**src/rtl/opo_package.sv**
```systemverilog
// Shared constants and sample type for the OPO locking datapath.
// Imported by the low-pass filter top and its averaging stage.
package opo_package;

    localparam int word_width = 16;
    localparam int max_stages = 256;

    typedef logic signed [word_width-1:0] sample_t;

endpackage

```
**src/rtl/lpf_avg_stage.sv**
```systemverilog
// One two-tap averaging stage: out = floor((x + x_prev) / 2) when enabled,
// a plain registered copy of x when disabled, so latency is always one clock.
module lpf_avg_stage
    import opo_package::*;
#(
    parameter int word_width = opo_package::word_width
) (
    input  logic                  clk,
    input  logic                  rst,
    input  logic                  enable,
    input  logic [word_width-1:0] in,
    input  logic                  in_valid,
    output logic [word_width-1:0] out,
    output logic                  out_valid
);

    logic [word_width-1:0] x_prev;
    logic [word_width:0]   sum;
    logic [word_width-1:0] avg;
    logic                  unused_sum_lsb;

    // Sign-extended one bit so the sum never overflows; dropping the LSB of a
    // two's complement value is an arithmetic shift, i.e. floor division.
    assign sum            = {in[word_width-1], in} + {x_prev[word_width-1], x_prev};
    assign avg            = sum[word_width:1];
    assign unused_sum_lsb = sum[0];

    always_ff @(posedge clk or posedge rst) begin
        if (rst) begin
            out       <= '0;
            x_prev    <= '0;
            out_valid <= 1'b0;
        end else if (in_valid) begin
            out       <= enable ? avg : in;
            x_prev    <= in;
            out_valid <= 1'b1;
        end else begin
            out_valid <= 1'b0;
        end
    end

endmodule

```
**src/rtl/cascade_lowpass_filter.sv**
```systemverilog
// Chain of num_stages averaging stages giving a binomial low-pass response.
// num_stages = 0 degenerates to a combinational passthrough.
module cascade_lowpass_filter
    import opo_package::*;
#(
    parameter int num_stages = 1,
    parameter int word_width = opo_package::word_width
) (
    input  logic                                            clk,
    input  logic                                            rst,
    input  logic [((num_stages > 0) ? num_stages : 1)-1:0]  stage_enable,
    input  logic [word_width-1:0]                           data_in,
    input  logic                                            data_in_valid,
    output logic [word_width-1:0]                           data_out,
    output logic                                            data_out_valid
);

    // data_in_valid qualifies data_in; there is no ready, so every valid cycle
    // is consumed and data_out_valid marks each result exactly once.
    generate
        if (num_stages == 0) begin : g_passthrough
            logic unused_ctrl;

            assign unused_ctrl    = ^{clk, rst, stage_enable};
            assign data_out       = data_in;
            assign data_out_valid = data_in_valid;
        end else begin : g_chain
            logic [word_width-1:0] chain_data  [0:num_stages];
            logic                  chain_valid [0:num_stages];

            assign chain_data[0]  = data_in;
            assign chain_valid[0] = data_in_valid;

            for (genvar k = 0; k < num_stages; k++) begin : g_stage
                lpf_avg_stage #(
                    .word_width (word_width)
                ) u_stage (
                    .clk       (clk),
                    .rst       (rst),
                    .enable    (stage_enable[k]),
                    .in        (chain_data[k]),
                    .in_valid  (chain_valid[k]),
                    .out       (chain_data[k+1]),
                    .out_valid (chain_valid[k+1])
                );
            end

            assign data_out       = chain_data[num_stages];
            assign data_out_valid = chain_valid[num_stages];
        end
    endgenerate

endmodule

```
**config.mk**
```make
export PLATFORM = sky130hd
export DESIGN_NAME = cascade_lowpass_filter
export DESIGN_NICKNAME = d
export VERILOG_FILES = /design/src/rtl/opo_package.sv /design/src/rtl/lpf_avg_stage.sv /design/src/rtl/cascade_lowpass_filter.sv
export SDC_FILE = /design/constraint.sdc
export NUM_CORES = 1
export LEC_CHECK = 0
export CELL_PAD_IN_SITES_DETAIL_PLACEMENT = 0
export CELL_PAD_IN_SITES_GLOBAL_PLACEMENT = 2
export CORE_MARGIN = 10
export CORE_UTILIZATION = 33
export CTS_CLUSTER_SIZE = 20
export DETAILED_ROUTE_END_ITERATION = 6
export PLACE_DENSITY_LB_ADDON = 0.1
export SYNTH_ARGS = -nofsm -noshare
export SYNTH_HDL_FRONTEND = slang
export SYNTH_SLANG_ARGS = --single-unit
export TNS_END_PERCENT = 30
```
**constraint.sdc**
```tcl
create_clock -name clk -period 2.9 [get_ports clk]
set_clock_uncertainty 0.05 [all_clocks]
set_input_delay 0.87 -clock clk [delete_from_list [all_inputs] [get_ports clk]]
set_output_delay 0.87 -clock clk [all_outputs]
set_load 0.02 [all_outputs]
```
==> metrics <==
total gr overflow 0; Ports 37; Setup Buffers After CTS 0; CTS sink cnt 33; DP HPWL 4070 um; Peak Freq 368 MHz; Pwr per Cell Area 551 nW/um2; layout cells sized above 1 0.219; first-pass GRT wire length 9190 um; Clock Latency Late Sink 0.29 ns; Max VDD drop 0.248 mV; status completed; vias in the first global route 1856; RSZ-0062 raised after global routing false; Vias/cell 4.86; Initial Util 0.336; CP max stage delay 0.41 ns; Pre-antenna DRT Iters 4; Cell Area, Synth 2110 um2; die width 100 um; dpl cell area 2700 um2; pre-CTS setup slack -0.132 ns; P_int 1.04 mW; Top Layer Used met4; commonest cells in the netlist dfrtp_1, a21oi_1, nand2_1; pins over their slew limit 0; Core Area 6280 um2; Final Util 0.446; clock network power share 0.253; post-synthesis sequential area ratio 0.391; CP Data Arrival Time 2.85 ns; Worst Max-Slew Pin Slew 0.450 ns; Syn Area/Cell 9.63 um2; Hold Buf Count CTS 0; Met1 Wirelength 2450 um; Worst path top cell family by delay compound AO/OA/AOI/OAI gates; CTS Buffer Depth 2; Buf/Inv on CP 2; critical path type primary input to flop; CTS buffer count 5; design area 2800 um2; placed instance count 348; Fin. Hold Viols 0; wire length on met3 290 um; post-synthesis mux area share 0.114; P&R area growth vs syn 32.9%; Post-Synth Adder-Cell Area 0.0985; critical path fanouts, max 3; Synth Area in Simple Gates 0.126; post-synthesis cell count 219; GPL Wtd Cong 0.788; clk root buf clkbuf_8; CP startpoint kind primary input; DR iter-0 viols 31; Setup WS post-layout 0.180 ns; Synthesis Warnings 0; count of input and output buffers 36; Worst Path Required 3.03 ns; largest net degree at the start of global routing 34; total wire length 5270 um; Synth Register Bits 33; largest family of logic cells by synthesized area compound AO/OA/AOI/OAI gates; antenna diode count 0; Final TNS setup 0 ns; vias 1730; height of the die 100 um; Seq pwr share 0.361; switching part of the total 0.330; Final period util 0.938; Most used DFF post-synth dfrtp_1; worst-path cell chain clkdlybuf4s50_1, and2_1, fa_1, a21oi_1, buf_4, o211ai_2, a31oi_1, o21ai_1, xnor2_1, o21ai_1; count leader, synth dfrtp_1; Setup violations, final 0; Tightest Hold Check Type flop to flop; Die ar. 9990 um2; Psw 0.510 mW; Final ANT Viol Nets 0; Worst path slowest cell clkdlybuf4s50_1; largest area contributor in the netlist dfrtp_1; post-DR wirelength/cell 14.8 um; Post-synth ARST share 1.00; Post-synth EDFFs 0; WL met2 2490 um; CTS H-tree lvls 2; initial antenna violation count 0; Leak 1.21 nW; CP Capture Type flop; Post-Synth XOR/XNOR Area 0.0498; Gate power share 0.386; most used cell, CP o21ai_1; Worst slew margin 0.700; Overall Power 1.55 mW; worst hold margin 0.451 ns; DRC 0; GRT Overall Usage 0.111; syn_nets 255; fin crit period 2.72 ns; Area contributors post-synth dfrtp_1, mux2_2, ha_1; FP Rows 29; final std cells w/o fill 356; Compound-Gate Fraction of Synth Area 0.194; nets 314; post-synth cell types 37; Clock transition at path regs 0.07 ns; CTS resizes 0; Synth top area share 0.391; Max Cap Violations 0; CTS tree built
-- routing by layer --
layer | vias up | GRT usage
met2 | 25 | 0.183
met5 | - | 0
met3 | 4 | 0.0357
li1 | 894 | -
met4 | 0 | 0.0331
met1 | 807 | 0.134
-- state kept, by name, summed over array words and instances (netlist names) --
signal and cells:
g_chain.g_stage.u_stage.out 16, g_chain.g_stage.u_stage.x_prev 16, g_chain.g_stage.u_stage.out_valid 1
-- final timing paths --
check	end	cells after the start	start	slack [ns]
max in group asynchronous	g_chain.g_stage[0].u_stage.x_prev[6]	3	rst	1.55
min in group asynchronous	g_chain.g_stage[0].u_stage.out_valid	3	rst	0.93
setup reg to reg	g_chain.g_stage[0].u_stage.out[11]	9	g_chain.g_stage[0].u_stage.x_prev[0]	0.81
hold / removal	g_chain.g_stage[0].u_stage.out[15]	2	g_chain.g_stage[0].u_stage.out[15]	0.45
hold reg to reg	g_chain.g_stage[0].u_stage.out[15]	2	g_chain.g_stage[0].u_stage.out[15]	0.45
setup / recovery	g_chain.g_stage[0].u_stage.out[11]	10	data_in[0]	0.18
-- layout make-up --
| cell class | count | area (um2) |
|---|---|---|
| clock buffer | 7 | 96.3 |
| sequential | 33 | 826 |
| tap | 77 | 96.3 |
| multi-input combinational | 173 | 1230 |
| clock inverter | 1 | 5.00 |
| timing repair buffer | 59 | 528 |
| inverter | 6 | 22.5 |
| fill | 630 | 3470 |
-- tightest hold or removal path, stage by stage (launching register included) --
cell and delay (ns):
dfrtp_1 0.34, o21ai_0 0.07, nand2_1 0.06
-- power groups by stage --
stage	Clock (mW)	Sequential [mW]	Combinational (mW)
floorplan	0	0.613	0.320
global placement	0	0.565	0.606
detailed placement	0	0.565	0.606
CTS	0.410	0.559	0.609
global route	0.426	0.568	0.667
finish	0.391	0.558	0.596
-- cells in the final DEF, fill, tap and decap left out, types with 2 or more instances in the layout --
cell	n
nand2_1	20
dfrtp_1	33
xnor2_1	11
and3_1	2
a21o_1	3
nor2_1	14
mux2_2	17
nor2b_1	8
a31oi_1	2
a21oi_1	29
nand2_2	2
buf_4	23
o21ai_0	7
nand4_1	2
inv_1	6
clkbuf_8	7
mux2i_1	5
clkdlybuf4s50_1	35
ha_1	15
a21oi_2	4
nor3_1	3
o21ai_1	13
-- cell families (layout without fill, tap and decap cells) --
group                      count (synthesis)  count (layout)
AOI/OAI and AO/OA                         67              67
xor gates and xnor gates                  12              12
adders and majority gates                 16              16
buffers and inverters                     13              73
DFF                                       33              33
muxes                                     22              22
and+or+nand+nor                           56              56
No activity file was read; power rests on OpenSTA's default activity.
